File: src/rtl/out_streamer_if.sv
// Handshake bundle between out_streamer and its environment: the start/config inputs,
// the OUT_MEM read port, and the row-major element stream with status pulses.
interface out_streamer_if #(
    parameter int DW    = 16,
    parameter int LANES = 4,
    parameter int AW    = 4
);
    logic                    start;
    logic [11:0]             mnt;
    logic                    en_o;
    logic [AW-1:0]           addr_o;
    logic [DW*LANES-1:0]     rdata_o;
    logic                    out_valid;
    logic                    out_ready;
    logic signed [DW-1:0]    out_data;
    logic [2:0]              out_row;
    logic [2:0]              out_col;
    logic                    out_last;
    logic                    busy;
    logic                    done;
    logic                    err;

    modport master (
        input  start, mnt, rdata_o, out_ready,
        output en_o, addr_o, out_valid, out_data, out_row, out_col, out_last, busy, done, err
    );

    modport slave (
        output start, mnt, rdata_o, out_ready,
        input  en_o, addr_o, out_valid, out_data, out_row, out_col, out_last, busy, done, err
    );
endinterface

File: src/rtl/out_streamer.sv
// Drains the T x M result tile from OUT_MEM after a matrix multiply and emits it row-major,
// one element per valid/ready handshake, tagged with its row/column.
module out_streamer #(
    parameter int DW    = 16,
    parameter int LANES = 4,
    parameter int AW    = 4,
    parameter int MAXD  = 8
) (
    input  logic           clk,
    input  logic           rst_n,
    out_streamer_if.master bus
);
    localparam int WW = DW * LANES;
    localparam logic [3:0]    MAXD4   = 4'(MAXD);
    // Columns 4..7 of row t live in the upper half of the memory, at MAXD + t.
    localparam logic [AW-1:0] HI_BASE = AW'(MAXD);

    typedef enum logic [2:0] {ST_IDLE, ST_RD, ST_WAIT, ST_EMIT, ST_DONE} state_t;

    state_t          state;
    logic [3:0]      m_lat;
    logic [3:0]      t_lat;
    logic [2:0]      row;
    logic            half;
    logic [1:0]      lane;
    logic [WW-1:0]   word_buf;

    function automatic logic signed [DW-1:0] lane_sel(input logic [WW-1:0] w, input logic [1:0] l);
        lane_sel = w[(LANES - 1 - int'(l)) * DW +: DW];
    endfunction

    logic [3:0] m_in, t_in;
    logic       legal;
    logic       n_unused;
    assign m_in     = bus.mnt[11:8];
    assign t_in     = bus.mnt[3:0];
    assign n_unused = ^bus.mnt[7:4];  // N is carried in MNT but irrelevant to draining
    assign legal    = (m_in != 4'd0) && (m_in <= MAXD4) && (t_in != 4'd0) && (t_in <= MAXD4);

    logic [3:0]    n_lanes;
    logic          last_lane, nx_lane_last, last_word, hs;
    logic          nx_half;
    logic [2:0]    nx_row;
    logic [AW-1:0] nx_addr;

    always_comb begin
        n_lanes      = half ? (m_lat - 4'd4) : ((m_lat > 4'd4) ? 4'd4 : m_lat);
        last_lane    = ({2'b00, lane} == n_lanes - 4'd1);
        nx_lane_last = ({2'b00, lane} + 4'd2 == n_lanes);
        last_word    = ({1'b0, row} == t_lat - 4'd1) && (half || (m_lat <= 4'd4));
        hs           = bus.out_valid && bus.out_ready;
        if (!half && (m_lat > 4'd4)) begin
            nx_half = 1'b1;
            nx_row  = row;
        end else begin
            nx_half = 1'b0;
            nx_row  = row + 3'd1;
        end
        nx_addr = (nx_half ? HI_BASE : '0) + AW'(nx_row);
    end

    always_ff @(posedge clk or negedge rst_n) begin
        if (!rst_n) begin
            state         <= ST_IDLE;
            m_lat         <= '0;
            t_lat         <= '0;
            row           <= '0;
            half          <= 1'b0;
            lane          <= '0;
            word_buf      <= '0;
            bus.en_o      <= 1'b0;
            bus.addr_o    <= '0;
            bus.out_valid <= 1'b0;
            bus.out_data  <= '0;
            bus.out_row   <= '0;
            bus.out_col   <= '0;
            bus.out_last  <= 1'b0;
            bus.busy      <= 1'b0;
            bus.done      <= 1'b0;
            bus.err       <= 1'b0;
        end else begin
            case (state)
                ST_IDLE: begin
                    bus.done <= 1'b0;
                    bus.err  <= 1'b0;
                    if (bus.start) begin
                        m_lat    <= m_in;
                        t_lat    <= t_in;
                        bus.busy <= 1'b1;
                        if (legal) begin
                            state      <= ST_RD;
                            bus.en_o   <= 1'b1;
                            bus.addr_o <= '0;
                            row        <= '0;
                            half       <= 1'b0;
                            lane       <= '0;
                        end else begin
                            state    <= ST_DONE;
                            bus.done <= 1'b1;
                            bus.err  <= 1'b1;
                        end
                    end
                end
                ST_RD: begin
                    bus.en_o <= 1'b0;
                    state    <= ST_WAIT;
                end
                // Read data is present this cycle; present lane 0 straight away.
                ST_WAIT: begin
                    word_buf      <= bus.rdata_o;
                    bus.out_valid <= 1'b1;
                    bus.out_data  <= lane_sel(bus.rdata_o, 2'd0);
                    bus.out_row   <= row;
                    bus.out_col   <= {half, 2'b00};
                    bus.out_last  <= last_word && last_lane;
                    state         <= ST_EMIT;
                end
                ST_EMIT: begin
                    if (hs) begin
                        if (last_lane) begin
                            bus.out_valid <= 1'b0;
                            bus.out_last  <= 1'b0;
                            if (last_word) begin
                                state    <= ST_DONE;
                                bus.done <= 1'b1;
                            end else begin
                                state      <= ST_RD;
                                bus.en_o   <= 1'b1;
                                bus.addr_o <= nx_addr;
                                row        <= nx_row;
                                half       <= nx_half;
                                lane       <= '0;
                            end
                        end else begin
                            lane         <= lane + 2'd1;
                            bus.out_data <= lane_sel(word_buf, lane + 2'd1);
                            bus.out_col  <= {half, lane + 2'd1};
                            bus.out_last <= last_word && nx_lane_last;
                        end
                    end
                end
                ST_DONE: begin
                    bus.done <= 1'b0;
                    bus.err  <= 1'b0;
                    bus.busy <= 1'b0;
                    state    <= ST_IDLE;
                end
                default: state <= ST_IDLE;
            endcase
        end
    end
endmodule

File: src/flat_wrapper.sv
// flat-port wrapper written by rule: the top's interface ports become plain ports
module out_streamer_flat 
#(
    parameter int DW    = 16,
    parameter int LANES = 4,
    parameter int AW    = 4,
    parameter int MAXD  = 8
)
  (clk, rst_n, bus_start, bus_mnt, bus_rdata_o, bus_out_ready, bus_en_o, bus_addr_o, bus_out_valid, bus_out_data, bus_out_row, bus_out_col, bus_out_last, bus_busy, bus_done, bus_err);
  out_streamer_if #(.DW(DW), .LANES(LANES), .AW(AW)) bus_i ();
  input  logic clk;
  input  logic rst_n;
  input wire logic [$bits(bus_i.start)-1:0] bus_start;
  input wire logic [$bits(bus_i.mnt)-1:0] bus_mnt;
  input wire logic [$bits(bus_i.rdata_o)-1:0] bus_rdata_o;
  input wire logic [$bits(bus_i.out_ready)-1:0] bus_out_ready;
  output wire logic [$bits(bus_i.en_o)-1:0] bus_en_o;
  output wire logic [$bits(bus_i.addr_o)-1:0] bus_addr_o;
  output wire logic [$bits(bus_i.out_valid)-1:0] bus_out_valid;
  output wire logic [$bits(bus_i.out_data)-1:0] bus_out_data;
  output wire logic [$bits(bus_i.out_row)-1:0] bus_out_row;
  output wire logic [$bits(bus_i.out_col)-1:0] bus_out_col;
  output wire logic [$bits(bus_i.out_last)-1:0] bus_out_last;
  output wire logic [$bits(bus_i.busy)-1:0] bus_busy;
  output wire logic [$bits(bus_i.done)-1:0] bus_done;
  output wire logic [$bits(bus_i.err)-1:0] bus_err;
  assign bus_i.start = bus_start;
  assign bus_i.mnt = bus_mnt;
  assign bus_i.rdata_o = bus_rdata_o;
  assign bus_i.out_ready = bus_out_ready;
  assign bus_en_o = bus_i.en_o;
  assign bus_addr_o = bus_i.addr_o;
  assign bus_out_valid = bus_i.out_valid;
  assign bus_out_data = bus_i.out_data;
  assign bus_out_row = bus_i.out_row;
  assign bus_out_col = bus_i.out_col;
  assign bus_out_last = bus_i.out_last;
  assign bus_busy = bus_i.busy;
  assign bus_done = bus_i.done;
  assign bus_err = bus_i.err;
  out_streamer #(.DW(DW), .LANES(LANES), .AW(AW), .MAXD(MAXD)) u_core (.clk(clk), .rst_n(rst_n), .bus(bus_i));
endmodule
File: config.mk
export PLATFORM = sky130hd
export DESIGN_NAME = out_streamer_flat
export DESIGN_NICKNAME = d
export VERILOG_FILES = /design/src/rtl/out_streamer_if.sv /design/src/rtl/out_streamer.sv /design/src/flat_wrapper.sv
export SDC_FILE = /design/constraint.sdc
export NUM_CORES = 1
export LEC_CHECK = 0
export BUFFER_PORTS_ARGS = -buffer_cell sky130_fd_sc_hd__buf_2
export CORE_MARGIN = 2
export CORE_UTILIZATION = 49
export CTS_CLUSTER_DIAMETER = 200
export DETAILED_ROUTE_END_ITERATION = 10
export PLACE_DENSITY = 0.76
export SETUP_SLACK_MARGIN = 0.2
export SKIP_LAST_GASP = 1
export SYNTH_ARGS = -nofsm -noshare
export SYNTH_HDL_FRONTEND = slang
export SYNTH_SLANG_ARGS = --single-unit
export TNS_END_PERCENT = 5
File: constraint.sdc
create_clock -name clk -period 2.4 [get_ports clk]
set_clock_uncertainty 0.05 [all_clocks]
set_input_delay 0.12 -clock clk [delete_from_list [all_inputs] [get_ports clk]]
set_output_delay 0.12 -clock clk [all_outputs]
set_load 0.03 [all_outputs]
-- Yosys cells after proc, flatten, opt, wreduce, memory -nomap -nowiden
Cells that the tools add are included.
Widths: inputs -> output; s select.
- input bits: 80
- word-level logic and storage cells: 135
- output and inout bits: 32
- register bits: 113
- shift-type cells: 1
- reduce and logical (&&, ||, !) cells: 28
- muxes and demuxes: 62
- equality and inequality tests: 15
- add/subtract/negate cells: 8
- order comparisons: 4
- operators by type and width (kind ; count):
    $shiftx 64x32->16 ; 1
    $mux 3 ; 13
    $mux 16 ; 2
    $mux 4 ; 8
    $pmux 16 s2 ; 1
    $mux 1 ; 21
    $pmux 3 s2 ; 2
    $pmux 3 s4 ; 1
    $reduce_and 6->1 ; 2
    $mux 2 ; 5
    $pmux 1 s2 ; 5
    $reduce_and 3->1 ; 3
    $le 4x4->1 const B ; 2
    $logic_and 1x1->1 ; 8
    $ne 2x1->1 const B ; 4
    $pmux 4 s2 ; 1
    $reduce_bool 4->1 ; 2
    $sub 4x1->4 const B ; 2
    $eq 3x2->1 const B ; 2
    $ne 2x2->1 const B ; 3
    $pmux 1 s3 ; 2
    $reduce_and 2->1 ; 3
    $reduce_bool 2->1 ; 3
    $reduce_bool 3->1 ; 2
    20 further kinds ; 20

-- Logic depth before layout (Yosys ltp)
Gate-level depths: netlist of run 1.
- depth in word-level cells: 9
- gate-level depth with buffers: 12
- depth with buffers taken out: 10

-- Least setup slack after synthesis of run 1
OpenSTA, ideal clock, no wires.
- path kind: flip-flop to flip-flop
- from: register u_core.m_lat[2]
- to: register u_core.row[0]
- data required time: 2.225 ns
- stages on the path, launching flop included: 10
- path slack: -0.203 ns
- clock period less this slack: 2.603 ns
- setup time: 0.125 ns
- data arrival time: 2.428 ns
- cell sequence: dfrtp_1 -> ha_1 -> o21bai_1 -> nand2_1 -> ha_1 -> xnor2_1 -> nor2_1 -> a41oi_1 -> or3_1 -> mux2_2
- longest elaborated chain between the ends: 7
- RTL lines (item ; line ; RTL):
    start, declared ; out_streamer.sv:21 ; logic [3:0] m_lat;
    start signal, assigned ; out_streamer.sv:87 ; m_lat <= m_in;
    $gt 4x3->1 ; out_streamer.sv:47, out_streamer.sv:52 ;
    $mux 4 / $logic_and 1x1->1 (equally long branches) ; out_streamer.sv:47, out_streamer.sv:52 ;
    $mux 4 / $mux 3 (equally long branches) ; out_streamer.sv:47, out_streamer.sv:52 ;
    $sub 4x1->4 / $mux 3 (equally long branches) ; out_streamer.sv:48, out_streamer.sv:123 ;
    $eq 2x4->1 / $mux 3 (equally long branches) ; out_streamer.sv:48, out_streamer.sv:120 ;
    $ne 2x1->1 (no source line) / $mux 3 (equally long branches) ; -- ;
    $reduce_and 6->1 (no source line) / $pmux 3 s2 (equally long branches) ; -- ;
    end signal, assigned ; out_streamer.sv:130 ; row <= nx_row;
    end, declared ; out_streamer.sv:23 ; logic [2:0] row;
Several ways; a longest one is shown, not always the timed one. The select of a mux whose other input is x is not followed.
A chain may end at the register's enable or synchronous reset.

-- Worst setup path in the final report of run 1
- from: register u_core.m_lat[3]
- to: register u_core.bus.out_col[2]
- longest elaborated chain between the ends: 7
- RTL lines (item ; line ; RTL):
    $gt 4x3->1 ; out_streamer.sv:47 ; n_lanes = half ? (m_lat - 4'd4) : ((m_lat > 4'd4) ? 4'd4 : m_lat);
    $mux 4 ; out_streamer.sv:47 ;
    $mux 4 (*) ; out_streamer.sv:47 ;
    $sub 4x1->4 (*) ; out_streamer.sv:48 ; last_lane = ({2'b00, lane} == n_lanes - 4'd1);
    $eq 2x4->1 (*) ; out_streamer.sv:48 ;
    $ne 2x2->1 (no source line) (*) ; -- ;
    $reduce_and 3->1 (no source line) (*) ; -- ;
    end signal, assigned ; out_streamer.sv:114 ; bus.out_col <= {half, 2'b00};
    end signal, assigned ; out_streamer.sv:137 ; bus.out_col <= {half, lane + 2'd1};
    end, declared ; out_streamer_if.sv:25 ; output en_o, addr_o, out_valid, out_data, out_row, out_col, out_last, busy, done, err
Every way passes the cells marked *; elsewhere a longest branch is shown, timed or not.

==> results.md, run 1 <==
- Leakage Power: 3.52 nW
- Sw Pwr: 0.00438 W
- Finished layout cell area: 7180 µm²
- Antenna violations before repair: 0
- Total clock sinks: 109
- DRT iter0 DRCs: 319
- Drt drc: 0
- Max Clock Freq: 400 MHz
- Remaining global-route overflow: 0
- Crit path buf inv count: 2
- Power share of the clock group: 11.2%
- Avg WL per Cell: 16.4 µm
- Vias per cell: 5.44
- Relative slew slack: 51.3%
- Yosys warning count: 0
- IO Port Bufs: 107
- Die area: 11700 µm²
- CTS max path bufs: 2
- Mapped Nets: 628
- Number of synthesized flops with an enable pin: 0
- CP endpoint kind: flip-flop
- Setup TNS: -1350 ps
- Worst-margin pin slew: 730 ps
- Hold WS: 131 ps
- GPL Wtd Cong: 0.903
- Largest net degree at the start of global routing: 71
- Hold path cells: 3
- First-pass GRT wire length: 23800 µm
- CTS H-tree lvls: 3
- # rows: 38
- Finish-stage setup viols: 21
- WP depth: 11
- Total I/O pin count: 112
- Final Hold Viols: 0
- CP arrival: 2720 ps
- Post-synthesis sequential element count: 109
- CP Launch Type: flip-flop
- Sequential Power Share: 32.4%
- Async SR Flop Fraction: 100%
- HP Class: in2reg
- Main flop type after synthesis: dfrtp_1
- Max IR drop VDD: 567 µV
- Chip width: 108 µm
- CP delay by family, top: multiplexers
- DP Worst Slack: -187 ps
- Dpl cell area: 6160 µm²
- Clock buffer count from CTS: 9
- Yosys cell types: 56
- Slew Limit Fails: 0
- Root Driver: clkbuf_8
- Via count: 4786
- Area growth from synthesis to layout: 35.2%
- Slowest cell delay on critical path: 390 ps
- Final Cycle Share: 104%
- Slowest-stage cell, CP: dfrtp_1
- Skew-Pair Late Insertion Delay: 380 ps
- Cells along the critical path: inv_2 > ha_4 > o21bai_4 > nand2_2 > ha_4 > o311a_1 > mux2_4 > buf_4 > and2_4 > a21boi_4 > mux2_4
- Pwr/cell area: 1430 nW/µm²
- Setup CP Type: reg2reg
- Status: finished, violations left
- Max Cap Viol: 0
- Layout Nets: 818
- Reg clk slew, reported paths: 100 ps
- DR pass1 iterations: 5
- Die H: 108 µm
- CP required: 2620 ps
- Worst reg2reg path depth: 11
- Sequential area share after synthesis: 51.4%
- Switching portion of total power: 42.7%
- CP max FO: 6
- TritonCTS clock tree: built
- Core Box Area: 10700 µm²
- Minimum clock period: 2500 ps
- Syn avg cell area: 9.76 µm²
- Vias in the first global route: 4959
- Final ANT Viol Nets: 0
- Final wirelength: 14400 µm
- Post-route setup slack: -100 ps
- Failing checks: negative setup slack
- Mapped cell area: 5310 µm²
- Comb power frac: 56.3%
- Share of cells above drive strength 1: 28.4%
- Initial Util: 49.6%
- Total track usage: 26.2%
- DP Wirelength: 9210 µm
- Int Pwr: 0.00589 W
- Ant. Diodes: 0
- RSZ-0062 raised after global routing: true
- Mapped Cells: 544
[what timing repair did]
action,in CTS,in global routing
hold buffers,74,0
buffers inserted,2,1
pin swaps,5,1
setup endpoints to repair,31,31
gates resized for setup,9,1
hold endpoints to repair,125,0
[cell usage after synthesis (2+ instances only)]
cell / number / share of area (%)
nand2_1: 215 / 15
dfrtp_1: 109 / 51
nor2_1: 28 / 2.0
clkbuf_1: 20 / 1.4
mux4_2: 16 / 6.8
o2bb2ai_1: 16 / 2.6
o21ai_0: 13 / 1.2
a2bb2oi_2: 9 / 2.5
a21oi_1: 8 / 0.75
a2bb2oi_1: 8 / 1.3
inv_1: 8 / 0.57
mux2_2: 8 / 1.7
buf_1: 6 / 0.42
a211oi_1: 4 / 0.57
buf_2: 4 / 0.38
ha_1: 4 / 0.94
nor2b_1: 4 / 0.47
nor4_1: 4 / 0.47
or2_2: 4 / 0.47
xor2_1: 4 / 0.66
nand2b_1: 3 / 0.35
or3_1: 3 / 0.35
xnor2_1: 3 / 0.49
a21o_1: 2 / 0.28
buf_6: 2 / 0.42
nand3b_1: 2 / 0.28
nand4_1: 2 / 0.24
nor3_1: 2 / 0.19
nor3b_1: 2 / 0.28
o211ai_1: 2 / 0.28
o21bai_1: 2 / 0.28
o221ai_1: 2 / 0.33
o31a_1: 2 / 0.33
[worst paths after layout]
kind,to,from,slack [ps]
hold / removal,u_core.state[0]$_DFFE_PN0P_,bus_out_ready,130
max in group asynchronous,u_core.word_buf[60]$_DFFE_PN0P_,rst_n,1270
setup reg to reg,u_core.bus.out_col[2]$_DFFE_PN0P_,u_core.m_lat[3]$_DFFE_PN0P_,-100
hold reg to reg,u_core.word_buf[18]$_DFFE_PN0P_,u_core.word_buf[18]$_DFFE_PN0P_,430
setup / recovery,u_core.bus.out_col[2]$_DFFE_PN0P_,u_core.m_lat[3]$_DFFE_PN0P_,-100
min in group asynchronous,u_core.word_buf[35]$_DFFE_PN0P_,rst_n,300
[cells by family (layout without fill, tap and decap cells)]
group	Yosys count	after routing	synth area share (%)
AND/OR/NAND/NOR	277	277	21.5
flip-flops	109	109	51.4
AO/OA/AOI/OAI	80	80	12.6
buffers and inverters	42	237	3.63
multiplexers	25	25	8.77
XOR/XNOR	7	7	1.15
adder cells (fa/ha/maj)	4	4	0.943
[flip-flops by register name (all words and copies together), names as in the netlist]
name / cells
u_core.t_lat: 4
u_core.bus.out_last: 1
u_core.bus.out_valid: 1
u_core.state: 3
u_core.bus.en_o: 1
u_core.bus.out_col: 3
u_core.word_buf: 64
u_core.bus.out_data: 16
u_core.lane: 2
u_core.bus.busy: 1
u_core.m_lat: 4
u_core.bus.err: 1
u_core.bus.addr_o: 2
u_core.row: 2
u_core.bus.out_row: 3
u_core.bus.done: 1
[worst min-delay path, cell delays in order]
cell and delay, ps:
buf_2 130, a41o_1 200, o21ai_0 70
[final cells by class]
cell class | count | area [µm²]
multi-input cells | 393 | 2480
clock inverters | 3 | 43.8
flip-flops and latches | 109 | 2730
fillers | 781 | 3520
inverters | 8 | 30.0
well taps | 140 | 175
repair buffers | 213 | 1570
clock buffers | 13 | 159
[stage by stage]
| step | std cells | total power [W] | utilization [%] |
|---|---|---|---|
| 2_1_floorplan | 544 | 0.00723 | - |
| 3_3_place_gp | 786 | 0.00855 | 57.6 |
| 3_5_place_dp | 786 | 0.00880 | 57.6 |
| 4_1_cts | 878 | 0.0102 | 67.0 |
| 5_1_grt | 879 | 0.0110 | 67.1 |
| 6_report | 879 | 0.0103 | 67.1 |
[cell usage in the layout, fill, tap and decap left out, types with 3 or more instances in the layout]
cell type,instances
mux2_2,7
a21oi_1,7
xor2_1,4
dfrtp_1,109
a211oi_1,3
buf_4,28
a2bb2oi_1,7
buf_12,3
or2_2,4
mux4_2,16
xnor2_1,3
a2bb2oi_2,10
buf_2,106
nor2_1,25
dlygate4sd3_1,74
o21ai_0,13
o2bb2ai_1,16
nor4_1,4
inv_1,7
nor2b_1,4
clkbuf_8,11
nand2_1,213
or3_1,3
[per-layer routing]
| metal | vias to the layer above | share of wire [%] | track usage, % |
|---|---|---|---|
| met5 | - | 0 | 0 |
| met4 | 0 | 3.1 | 12.5 |
| met3 | 38 | 5.6 | 5.18 |
| met2 | 199 | 50 | 43.8 |
| met1 | 2317 | 41 | 32.8 |
| li1 | 2232 | - | - |
[power by group through the flow]
| stage | Sequential, W | Clock [W] | Combinational [W] |
|---|---|---|---|
| 2_1_floorplan | 0.00359 | 0 | 0.00364 |
| 3_3_place_gp | 0.00329 | 0 | 0.00527 |
| 3_5_place_dp | 0.00334 | 0 | 0.00546 |
| 4_1_cts | 0.00331 | 0.00117 | 0.00572 |
| 5_1_grt | 0.00341 | 0.00123 | 0.00632 |
| 6_report | 0.00333 | 0.00115 | 0.00579 |
(Power assumes the default switching activity.)
==> inputs of run 2 (changes only) <==
- BUFFER_PORTS_ARGS: -buffer_cell sky130_fd_sc_hd__buf_2 -> default
- CORE_UTILIZATION: 49 -> 57
- DONT_BUFFER_PORTS: default -> 1
- PLACE_DENSITY: 0.76 -> 0.75
- REMOVE_ABC_BUFFERS: default -> 1
==> results.md, run 2 (synthesis results as in run 1) <==
- CP delay by family, top: simple AND/OR/NAND/NOR gates
- Reg clk slew, reported paths: 110 ps (about the same)
- CTS max path bufs: 2 (unchanged)
- Finished layout cell area: 6670 µm² (-7.1%)
- Cells along the critical path: inv_2 > ha_4 > o21bai_4 > buf_4 > o211ai_1 > a211oi_2 > or3_4 > or3_1 > mux2_2
- Drt drc: 0 (unchanged)
- Initial Util: 58.0% (+8.4 points)
- Max Clock Freq: 412 MHz (+3.1%)
- CP required: 2620 ps (about the same)
- Failing checks: negative hold slack, negative setup slack
- FF-to-FF End: u_core.row[0]$_DFFE_PN0P_
- Layout Nets: 718 (-12%)
- RR Startpoint: u_core.m_lat[3]$_DFFE_PN0P_
- Largest register by flop count: u_core.word_buf
- CP arrival: 2640 ps (-80 ps)
- Die area: 10100 µm² (-14%)
- # rows: 35 (-7.9%)
- Total track usage: 29.0% (+2.9 points)
- Largest net degree at the start of global routing: 110 (+55%)
- DP Worst Slack: -191 ps (-3.79 ps)
- Most common cell after layout, fill and taps aside: nand2_1
- Placed cell count: 658 (-16%)
- Ant. Diodes: 0 (unchanged)
- Commonest non-fill, non-tap cells in the layout: nand2_1 (213), dfrtp_1 (109), dlygate4sd3_1 (74), buf_4 (35), nor2_1 (25)
- HP Class: in2async
- Max Cap Viol: 0 (unchanged)
- Slowest-stage cell, CP: dfrtp_1
- Worst-margin pin slew: 514 ps (-216 ps)
- Seq. cell area: 2730 µm² (unchanged)
- Total clock sinks: 109 (unchanged)
- Dpl cell area: 5580 µm² (-9.5%)
- Minimum clock period: 2420 ps (-75.6 ps)
- DR pass1 iterations: 5 (unchanged)
- Max IR drop VDD: 836 µV (+47%)
- Crit path buf inv count: 2 (unchanged)
- Finished Layout Cells: 750 (-15%)
- Final Cycle Share: 101% (-3.1 points)
- Vias in the first global route: 4630 (-6.6%)
- Leakage Power: 3.12 nW (-11%)
- Status: finished, violations left
- Worst reg2reg path depth: 9 (-2)
- CP endpoint kind: flip-flop
- Fin util: 72.9% (+5.8 points)
- Reg2Reg Setup Slack: -20 ps (+80 ps)
- Slowest cell delay on critical path: 410 ps (+20 ps)
- DP Wirelength: 8540 µm (-7.2%)
- Worst Setup SP: u_core.m_lat[3]$_DFFE_PN0P_
- Leading registers by flop count: u_core.word_buf (64), u_core.bus.out_data (16)
- CP Launch Type: flip-flop
- Share of cells above drive strength 1: 18.0% (-10 points)
- Relative slew slack: 65.7% (+14 points)
- Finish-stage setup viols: 3 (-86%)
- Final ANT Viol Nets: 0 (unchanged)
- Clock buffer count from CTS: 9 (unchanged)
- IO Port Bufs: 0 (-100%)
- Die H: 101 µm (-7.0%)
- Antenna violations before repair: 0 (unchanged)
- Largest register FFs: 64 (unchanged)
- Slew Limit Fails: 0 (unchanged)
- DRT iter0 DRCs: 372 (+17%)
- Remaining global-route overflow: 0 (unchanged)
- Chip width: 101 µm (-7.0%)
- Area growth from synthesis to layout: 25.7%
- GPL Wtd Cong: 0.925 (+2.5%)
- CP max FO: 4 (-2)
- CTS Hold Buffers Added: 74 (unchanged)
- Vias per cell: 5.84 (+7.3%)
- Setup CP Type: reg2reg
- Post-route setup slack: -24.7 ps (+75.6 ps)
- CTS H-tree lvls: 3 (unchanged)
- RSZ-0062 raised after global routing: true
- First-pass GRT wire length: 22800 µm (-4.1%)
- Final wirelength: 13900 µm (-4.0%)
- Area of the multi-input gates: 2520 µm² (+1.9%)
- Avg WL per Cell: 18.5 µm (+12%)
- Root Driver: clkbuf_8
- Via count: 4383 (-8.4%)
- Total I/O pin count: 112 (unchanged)
- Fill cell count: 635 (-19%)
- Final Hold Viols: 109 (+109)
- Skew-Pair Late Insertion Delay: 390 ps (about the same)
- Hold WS: -628 ps (-759 ps)
- Pwr/cell area: 1530 nW/µm² (+6.7%)
- Core Box Area: 9150 µm² (-14%)
- TritonCTS clock tree: built
## run 2: per-layer routing
layer  track usage [%]  wire length [µm]  share of wire (%)  vias to the layer above
met5                 0                 0                  0                        -
met4              10.5               238                1.7                        0
met3              6.45               843                6.1                       26
met2              48.8              7120                 51                      158
met1              37.3              5660                 41                     2167
li1                  -                 -                  -                     2032
## run 2: worst max path at each step
stage / endpoint / slack, ps / cells past startpoint
floorplan: u_core.bus.out_row[0]$_DFFE_PN0P_ / -570 / 4
global placement: u_core.row[0]$_DFFE_PN0P_ / -90 / 9
detailed placement: u_core.row[0]$_DFFE_PN0P_ / -190 / 9
CTS: u_core.row[0]$_DFFE_PN0P_ / 5 / 9
global route: u_core.row[0]$_DFFE_PN0P_ / -120 / 10
finish: u_core.row[0]$_DFFE_PN0P_ / -20 / 9
## run 2: area by class of cell
cell class	instances	share of cell area (%)
inverters	8	0.450
repair buffers	113	15.7
clock buffers	9	1.86
clock inverters	7	1.20
well taps	111	2.08
multi-input cells	393	37.8
flip-flops and latches	109	40.9
## run 2: worst register-to-register path, stage by stage, from the launching register on
cell and delay, ps:
dfrtp_1 410, inv_2 80, ha_4 160, o21bai_4 80
buf_4 160, o211ai_1 280, a211oi_2 80, or3_4 390
or3_1 370, mux2_2 270
## run 2: timing repair
| item | 4_1_cts | 5_1_grt |
|---|---|---|
| pin swaps | 10 | 6 |
| setup endpoints to repair | 32 | 31 |
| gates cloned | 0 | 0 |
| gates resized for setup | 14 | 10 |
| buffers inserted | 1 | 1 |
| hold endpoints to repair | 201 | 109 |
## run 2: per-stage QoR
step | setup TNS [ps] | total power [W] | hold slack [ps]
after floorplan | -43740 | 0.00697 | -226
after global placement | -211 | 0.00831 | -222
after detailed placement | -1510 | 0.00847 | -223
after CTS | 0 | 0.00990 | -650
after global routing | -1730 | 0.0109 | -653
final | -51.7 | 0.0102 | -628
## run 2: where the power goes
| part | leakage (nW) | internal [W] | total (W) | switching, W |
|---|---|---|---|---|
| Sequential | 1.32 | 0.00272 | 0.00376 | 0.00104 |
| Combinational | 1.70 | 0.00256 | 0.00531 | 0.00275 |
| Clock | 0.0994 | 0.000415 | 0.00112 | 0.000710 |
==> inputs of run 3 (changes only) <==
- CORE_UTILIZATION: 57 -> 63
- CTS_CLUSTER_DIAMETER: 200 -> 30
- PLACE_DENSITY: 0.75 -> 0.79
- clock period: 2.4 -> 2.68 ns (I/O delays scaled with it)
==> results.md, run 3 (synthesis results as in run 1) <==
- Status: finished, violations left
- Failing checks: negative hold slack
- Total clock sinks: 109 (unchanged)
- CTS max path bufs: 2 (unchanged)
- Int Pwr: 0.00499 W (-12%)
- Fin util: 80.3% (+7.4 points)
- TritonCTS clock tree: built
- Share of cells above drive strength 1: 16.7% (-1.3 points)
- CP Launch Type: flip-flop
- DRT iter0 DRCs: 280 (-25%)
- Most common cell after layout, fill and taps aside: nand2_1
- Power share of the clock group: 10.8% (-0.2 points)
- Core Box Area: 8180 µm² (-11%)
- Area growth from synthesis to layout: 23.7%
- Antenna violations before repair: 0 (unchanged)
- Relative slew slack: 51.8% (-14 points)
- Dpl cell area: 5490 µm² (-1.7%)
- Commonest non-fill, non-tap cells in the layout: nand2_1 (214), dfrtp_1 (109), dlygate4sd3_1 (73), buf_4 (25), nor2_1 (24)
- Placed cell count: 637 (-3.2%)
- IO Port Bufs: 0 (unchanged)
- Leading registers by flop count: u_core.word_buf (64), u_core.bus.out_data (16)
- Max IR drop VDD: 685 µV (-18%)
- HP Class: in2async
- Root Driver: clkbuf_8
- Drt drc: 0 (unchanged)
- DP Wirelength: 8240 µm (-3.6%)
- Final Cycle Share: 94.4% (-6.6 points)
- Clock buffer count from CTS: 9 (unchanged)
- First-pass GRT wire length: 22300 µm (-2.2%)
- Layout Nets: 709 (-1.3%)
- Pwr/cell area: 1370 nW/µm² (-10%)
- Chip width: 95.8 µm (-4.7%)
- Via count: 4413 (+0.68%)
- CP arrival: 2740 ps (+100 ps)
- Ant. Diodes: 0 (unchanged)
- Avg WL per Cell: 19.4 µm (+4.8%)
- Finished Layout Cells: 735 (-2.0%)
- CTS H-tree lvls: 3 (unchanged)
- Largest register FFs: 64 (unchanged)
- # rows: 33 (-5.7%)
- Die H: 95.8 µm (-4.7%)
- Reg clk slew, reported paths: 110 ps (about the same)
- Comb power frac: 51.4% (-0.7 points)
- Worst-margin pin slew: 724 ps (+209 ps)
- Initial Util: 65.0% (+6.9 points)
- RSZ-0062 raised after global routing: true
- Switching portion of total power: 44.5% (+0.38 points)
- Max Cap Viol: 0 (unchanged)
- Largest net degree at the start of global routing: 110 (unchanged)
- Max Clock Freq: 395 MHz (-4.2%)
- Vias in the first global route: 4580 (-1.1%)
- CP endpoint kind: flip-flop
- Reg2Reg Setup Slack: 150 ps (+170 ps)
- Hold WS: -614 ps (+14.2 ps)
- Skew-Pair Late Insertion Delay: 380 ps (about the same)
- Remaining global-route overflow: 0 (unchanged)
- GPL Wtd Cong: 0.900 (-2.7%)
- Finished layout cell area: 6570 µm² (-1.6%)
- Setup CP Type: reg2reg
- Final ANT Viol Nets: 0 (unchanged)
- Largest register by flop count: u_core.word_buf
- Final wirelength: 14200 µm (+2.7%)
- CTS Hold Buffers Added: 73 (-1.4%)
- Fill cell count: 495 (-22%)
- Minimum clock period: 2530 ps (+106 ps)
- Final Hold Viols: 109 (unchanged)
- Total I/O pin count: 112 (unchanged)
- Leakage Power: 3.06 nW (-1.8%)
- CP max FO: 7 (+3)
- Sequential Power Share: 37.8% (+0.9 points)
- Vias per cell: 6.00 (+2.7%)
- Die area: 9180 µm² (-9.2%)
- Slew Limit Fails: 0 (unchanged)
- CP required: 2890 ps (+270 ps)
- Finish-stage setup viols: 0 (-3)
- Sw Pwr: 0.00400 W (-11%)
- DR pass1 iterations: 5 (unchanged)
- Total track usage: 32.1% (+3.1 points)
-- run 3: layer usage --
| layer | share of wire [%] | GRT usage, % | vias to the layer above | wire length [µm] |
|---|---|---|---|---|
| met5 | 0 | 0 | - | 0 |
| met4 | 2.8 | 13.0 | 0 | 395 |
| met3 | 6.5 | 7.52 | 36 | 929 |
| met2 | 51 | 53.5 | 182 | 7270 |
| met1 | 40 | 40.9 | 2187 | 5640 |
| li1 | - | - | 2008 | - |
-- run 3: critical path, cell delays in order, from the launching register on --
cell and delay, ps:
dfrtp_1 490, buf_4 230, a211oi_1 380, a211oi_2 140, mux2_4 320, buf_4 140, nand2_1 210, buf_4 220
o2bb2ai_1 150, a2bb2oi_2 80
-- run 3: power by group through the flow --
stage | Clock, W | Combinational, W | Sequential (W)
final | 0.000972 | 0.00462 | 0.00340
after detailed placement | 0 | 0.00404 | 0.00340
after floorplan | 0 | 0.00289 | 0.00335
after CTS | 0.000960 | 0.00430 | 0.00337
after global placement | 0 | 0.00390 | 0.00336
after global routing | 0.00105 | 0.00504 | 0.00348
-- run 3: timing repair --
item	4_1_cts	5_1_grt
gates cloned	0	0
setup buffers	4	5
gates resized for setup	7	13
hold endpoints to repair	198	109
pin swaps	3	9
setup endpoints to repair	23	27
-- run 3: path summary, 6_finish.rpt --
path                                             startpoint                                   to  cells after the start
setup / recovery           u_core.bus.addr_o[3]$_DFFE_PN0P_  u_core.bus.out_data[13]$_DFFE_PN0P_                      9
max in group asynchronous                             rst_n     u_core.bus.addr_o[3]$_DFFE_PN0P_                      0
hold reg to reg             u_core.word_buf[17]$_DFFE_PN0P_      u_core.word_buf[17]$_DFFE_PN0P_                      2
hold / removal                                        rst_n          u_core.t_lat[3]$_DFFE_PN0P_                      0
min in group clk                              bus_out_ready          u_core.state[0]$_DFFE_PN0P_                      2
setup reg to reg           u_core.bus.addr_o[3]$_DFFE_PN0P_  u_core.bus.out_data[13]$_DFFE_PN0P_                      9
-- run 3: layout make-up --
type | instances | area (µm²) | area share (%)
sequential | 109 | 2730 | 41.5
timing repair buffer | 104 | 1010 | 15.3
clock inverter | 7 | 61.3 | 0.934
inverter | 8 | 30.0 | 0.457
multi-input combinational | 393 | 2490 | 37.9
clock buffer | 9 | 124 | 1.89
tap | 105 | 131 | 2.00
-- run 3: metrics by stage --
stage               setup slack (ps)  power (W)  TNS [ps]
global route                    80.2    0.00957         0
detailed placement               111    0.00744         0
CTS                              207    0.00863         0
global placement                 169    0.00726         0
floorplan                       -288    0.00624    -19440
finish                           149    0.00899         0
